## src/rtl/word_rotate_ctrl.sv

```systemverilog
// rtl/word_rotate_ctrl.sv - three-character word rotator with prescaled auto step and manual step
module word_rotate_ctrl #(
    parameter int TICKS = 50000000,
    parameter int CW    = 26
) (
    input  logic       CLOCK_50,
    input  logic       Resetn,
    input  logic [5:0] Data,
    input  logic       Load,
    input  logic       Run,
    input  logic       Dir,
    input  logic       Step,
    output logic [1:0] Sel,
    output logic [1:0] C2,
    output logic [1:0] C1,
    output logic [1:0] C0,
    output logic       Tick
);

    localparam logic [CW-1:0] LAST = CW'(TICKS - 1);
    localparam logic [CW-1:0] ONE  = CW'(1);

    logic [CW-1:0] cnt;
    logic          step_q;
    logic [1:0]    r0;
    logic [1:0]    r1;
    logic [1:0]    r2;
    logic [1:0]    sel_next;
    logic          wrap;
    logic          step_ev;
    logic          advance;

    // Load overrides everything, so wrap and step only matter when Load is low
    assign wrap    = Run && (cnt == LAST);
    assign step_ev = Step && !step_q;
    assign advance = wrap || (!Run && step_ev);

    // Prescaler: counts while running, holds while paused, cleared by Load
    always_ff @(posedge CLOCK_50 or negedge Resetn) begin
        if (!Resetn) begin
            cnt <= '0;
        end else if (Load) begin
            cnt <= '0;
        end else if (Run) begin
            cnt <= wrap ? '0 : cnt + ONE;
        end
    end

    // Tick is the registered wrap strobe, suppressed on a Load edge
    always_ff @(posedge CLOCK_50 or negedge Resetn) begin
        if (!Resetn) begin
            Tick <= 1'b0;
        end else begin
            Tick <= wrap && !Load;
        end
    end

    // Step history runs every cycle so a Step held through Load never fires
    always_ff @(posedge CLOCK_50 or negedge Resetn) begin
        if (!Resetn) begin
            step_q <= 1'b0;
        end else begin
            step_q <= Step;
        end
    end

    // Character registers captured on Load
    always_ff @(posedge CLOCK_50 or negedge Resetn) begin
        if (!Resetn) begin
            r0 <= 2'b00;
            r1 <= 2'b00;
            r2 <= 2'b00;
        end else if (Load) begin
            r0 <= Data[1:0];
            r1 <= Data[3:2];
            r2 <= Data[5:4];
        end
    end

    // Rotation index state register
    always_ff @(posedge CLOCK_50 or negedge Resetn) begin
        if (!Resetn) begin
            Sel <= 2'b00;
        end else begin
            Sel <= sel_next;
        end
    end

    // Next rotation index: Load, then illegal-state recovery, then advance
    always_comb begin
        sel_next = Sel;
        if (Load) begin
            sel_next = 2'b00;
        end else if (Sel == 2'b11) begin
            sel_next = 2'b00;
        end else if (advance) begin
            case ({Dir, Sel})
                3'b0_00: sel_next = 2'b01;
                3'b0_01: sel_next = 2'b10;
                3'b0_10: sel_next = 2'b00;
                3'b1_00: sel_next = 2'b10;
                3'b1_10: sel_next = 2'b01;
                3'b1_01: sel_next = 2'b00;
                default: sel_next = 2'b00;
            endcase
        end
    end

    // Character mux driven straight from the registered index
    always_comb begin
        C2 = r2;
        C1 = r1;
        C0 = r0;
        case (Sel)
            2'b01: begin
                C2 = r1;
                C1 = r0;
                C0 = r2;
            end
            2'b10: begin
                C2 = r0;
                C1 = r2;
                C0 = r1;
            end
            default: begin
                C2 = r2;
                C1 = r1;
                C0 = r0;
            end
        endcase
    end

endmodule

```

## config.mk

```make
export PLATFORM = sky130hd
export DESIGN_NAME = word_rotate_ctrl
export DESIGN_NICKNAME = d
export VERILOG_FILES = /design/src/rtl/word_rotate_ctrl.sv
export SDC_FILE = /design/constraint.sdc
export NUM_CORES = 1
export LEC_CHECK = 0
export ABC_CLOCK_PERIOD_IN_PS = 4200
export CAP_MARGIN = 20
export CELL_PAD_IN_SITES_DETAIL_PLACEMENT = 0
export CELL_PAD_IN_SITES_GLOBAL_PLACEMENT = 1
export CORE_MARGIN = 1
export CORE_UTILIZATION = 48
export DETAILED_ROUTE_END_ITERATION = 8
export GPL_TIMING_DRIVEN = 0
export HOLD_SLACK_MARGIN = 0.15
export PLACE_DENSITY = 0.95
export SLEW_MARGIN = 20
export SYNTH_ARGS = -nofsm -noshare
export SYNTH_HDL_FRONTEND = slang
export SYNTH_SLANG_ARGS = --single-unit
```

## constraint.sdc

```tcl
create_clock -name CLOCK_50 -period 4.2 [get_ports CLOCK_50]
set_input_delay 0.84 -clock CLOCK_50 [delete_from_list [all_inputs] [get_ports CLOCK_50]]
set_output_delay 0.84 -clock CLOCK_50 [all_outputs]
set_load 0.05 [all_outputs]
```

==> metrics <==
library cells used by synthesis=56; Syn Inst Count=237; Global Route Usage Sum=0.231; fraction of registers with async set/reset=1.00; Die Span X=70.6 µm; worst-case clock skew=0.00303 ns; sum of internal, switching and leakage power=818 µW; worst setup path start=Sel[1]; RePlAce Congestion=0.843; io pins=21; type of element capturing the critical path=output pin; kind of start point of the critical path=flip-flop; grt ovf=0; worst path bufs/invs=3; Critical Setup Path Class=flip-flop to output pin; final setup vio count=0; count of nets left with antenna violations after detail routing=0; initial core utilization=0.508; register cell area after layout=901 µm²; deepest clock path buffer count=2; number of detailed-routing iterations run before antenna repair=5; IO buf count=19; area of the die=4990 µm²; Antenna Diode Count=0; total placed instance area=2540 µm²; post-synthesis to final-layout area growth=17.9%; portion of the clock cycle consumed by the worst path in the final layout=0.791; number of synthesized register bits=36; standard-cell rows=24; r2r endpoint=cnt[7]; type of the most critical hold path=primary input to asynchronous set/reset pin; setup slack of the worst register-to-register path=2.04 ns; Worst Max-Slew Pin Slew=0.553 ns; vias in the first global route=1,823; Final Hold Viols=0; data required time of the critical path=3.36 ns; kind of cell adding the most delay to the critical path=buffers and inverters; series of cell instances along the critical path=inv_1, ha_1, clkbuf_1, nor2_1, a21oi_1, clkdlybuf4s50_1; sequential area share after synthesis=0.399; unrepaired setup endpoints after global routing=no; cell with the biggest individual delay on the critical path=sky130_fd_sc_hd__clkdlybuf4s50_1; Clk Tree Root Cell=sky130_fd_sc_hd__clkbuf_8; average via count per standard cell=6.06; Post-layout nets=281; first-pass GRT wire length=8940 µm; maximum clock rate=0.301 GHz; Vias=1,920; Post-Synthesis Net Count=254; DRC errors left=0; share of cells above drive strength 1=0.181; Die Height=70.6 µm; Peak supply drop=0.000206 V; clock tree from TritonCTS=yes; Routed WL per cell=16.1 µm; Slowest Stage Delay on Critical Path=0.81 ns; TritonCTS Sinks=36; Mapped Area=2260 µm²; post-detailed-placement half-perimeter wirelength=3800 µm; max-cap viol count=0; number of flops mapped to enable cells by yosys=0; count of final max-slew check failures=0; multi-input combinational cell area=1280 µm²; count of warnings emitted by yosys=0; Cell Pwr Density=307 nW/µm²; total of hold buffers inserted after clock tree synthesis=0; worst reg-to-reg path cell count=6; area of the core=4440 µm²; arrival time of the worst setup path=2.48 ns; Iter 0 DRT Violations=88; mean instance size in the synthesized netlist=9.53 µm²; pin count of the biggest net entering global routing=23; setup repair bufs after CTS=0; final standard cell utilization of the core=0.599; final total negative setup slack=0 ns; worst rel slew slack=0.628; static power due to leakage=1.03 nW; Non-Filler Cell Area, Final=2660 µm²; reg-to-reg critical path startpoint=cnt[0]; shortest clock period the worst path allows after layout=3.32 ns; worst-path maximum fanout=10; clock buffer count from CTS=5; total wire length after detailed routing=5100 µm; clk slew on worst S/H paths=0.07 ns; outcome=complete, no violations; filler cell count=387; Resize count post-CTS=0; main flop type after synthesis=sky130_fd_sc_hd__dfrtp_1; antenna violations before repair=0; CTS HTree Levels=2; clock latency at the later pin of the worst-skew pair=0.29 ns
[flip-flops by register name (all words and copies together), names as in the netlist]
name    flops
cnt        26
Sel         2
Tick        1
r1          2
r2          2
r0          2
step_q      1
[layout by cell type, fill, tap and decap left out, types with 6 or more instances in the layout]
cell and instances:
sky130_fd_sc_hd__dfrtp_1 36, sky130_fd_sc_hd__nor2_1 19, sky130_fd_sc_hd__clkdlybuf4s50_1 18, sky130_fd_sc_hd__a21oi_1 13
sky130_fd_sc_hd__nand3_1 13, sky130_fd_sc_hd__nand2_1 13, sky130_fd_sc_hd__nand4_1 10, sky130_fd_sc_hd__nor2_2 8
sky130_fd_sc_hd__mux2_2 8, sky130_fd_sc_hd__clkbuf_8 7, sky130_fd_sc_hd__a22oi_1 6, sky130_fd_sc_hd__inv_1 6
sky130_fd_sc_hd__nor4_1 6, sky130_fd_sc_hd__xor2_1 6
[kinds of logic (layout without fill, tap and decap cells)]
family / count (synthesis) / after routing / share of synthesized area
AND/OR/NAND/NOR: 110 / 110 / 0.291
adder cells (fa/ha/maj): 5 / 5 / 0.0277
buffers and inverters: 16 / 44 / 0.0349
AO/OA/AOI/OAI: 50 / 50 / 0.160
flip-flops: 36 / 36 / 0.399
multiplexers: 10 / 10 / 0.0487
XOR/XNOR: 10 / 10 / 0.0388
[worst max-delay path by stage]
stage                 end  slack (ns)  depth (start not counted)
finish              C0[1]        0.88                          6
CTS                 C0[1]        0.87                          6
global route        C0[1]        0.65                          6
floorplan           C0[1]        1.13                          5
detailed placement  C0[1]        1.21                          6
global placement    C0[1]        1.23                          6
[Yosys cell counts, types with 2 or more instances]
| library cell | n | area (µm²) |
|---|---|---|
| sky130_fd_sc_hd__clkbuf_1 | 5 | 18.8 |
| sky130_fd_sc_hd__nand4_1 | 10 | 62.6 |
| sky130_fd_sc_hd__nor2_1 | 19 | 71.3 |
| sky130_fd_sc_hd__or3_1 | 4 | 25.0 |
| sky130_fd_sc_hd__xnor2_1 | 4 | 35.0 |
| sky130_fd_sc_hd__buf_6 | 2 | 22.5 |
| sky130_fd_sc_hd__xor2_1 | 6 | 52.6 |
| sky130_fd_sc_hd__o211ai_1 | 3 | 22.5 |
| sky130_fd_sc_hd__a21oi_2 | 3 | 26.3 |
| sky130_fd_sc_hd__dfrtp_1 | 36 | 901 |
| sky130_fd_sc_hd__nor3_1 | 5 | 25.0 |
| sky130_fd_sc_hd__a21oi_1 | 13 | 65.1 |
| sky130_fd_sc_hd__and4_4 | 2 | 22.5 |
| sky130_fd_sc_hd__nor3b_1 | 2 | 15.0 |
| sky130_fd_sc_hd__nor4_1 | 6 | 37.5 |
| sky130_fd_sc_hd__a22oi_1 | 6 | 45.0 |
| sky130_fd_sc_hd__nand2_1 | 13 | 48.8 |
| sky130_fd_sc_hd__and3_1 | 4 | 25.0 |
| sky130_fd_sc_hd__mux2_2 | 8 | 90.1 |
| sky130_fd_sc_hd__inv_1 | 6 | 22.5 |
| sky130_fd_sc_hd__and3_2 | 2 | 15.0 |
| sky130_fd_sc_hd__nor2_2 | 8 | 50.1 |
| sky130_fd_sc_hd__ha_1 | 5 | 62.6 |
| sky130_fd_sc_hd__buf_2 | 3 | 15.0 |
| sky130_fd_sc_hd__or4_1 | 2 | 15.0 |
| sky130_fd_sc_hd__nand3_1 | 13 | 65.1 |
| sky130_fd_sc_hd__nand2b_1 | 4 | 25.0 |
| sky130_fd_sc_hd__and4_1 | 4 | 35.0 |
| sky130_fd_sc_hd__a41oi_1 | 3 | 26.3 |
| sky130_fd_sc_hd__o21ai_0 | 5 | 25.0 |
| sky130_fd_sc_hd__o31ai_1 | 5 | 37.5 |
| sky130_fd_sc_hd__mux2i_1 | 2 | 20.0 |
[layout make-up]
cell class	count	area share
Tap cell	52	0.0244
Clock buffer	7	0.0362
Clock inverter	1	0.0113
Sequential cell	36	0.338
Inverter	6	0.00845
Multi-Input combinational cell	185	0.481
Timing Repair Buffer	20	0.0798
Buffer	10	0.0211
[through the flow]
stage	hold slack [ns]	setup slack [ns]	std cells
after floorplan	0.528	1.13	237
after global placement	0.554	1.23	308
after global routing	0.476	0.645	317
after detailed placement	0.556	1.21	309
final	0.465	0.878	317
after CTS	0.462	0.872	317
[per-layer routing]
| layer | part of all wire | global-route usage | wire, µm |
|---|---|---|---|
| met5 | 0 | 0 | 0 |
| met4 | 0.013 | 0.0778 | 68 |
| met1 | 0.48 | 0.319 | 2450 |
| met2 | 0.46 | 0.365 | 2370 |
| met3 | 0.043 | 0.0513 | 219 |
[power by group]
part	switching, mW	internal (mW)	total (mW)
clock	0.124	0.209	0.333
combinational	0.0731	0.0472	0.120
sequential	0.00927	0.355	0.364
Note: power is estimated with default switching activity, not from simulation.
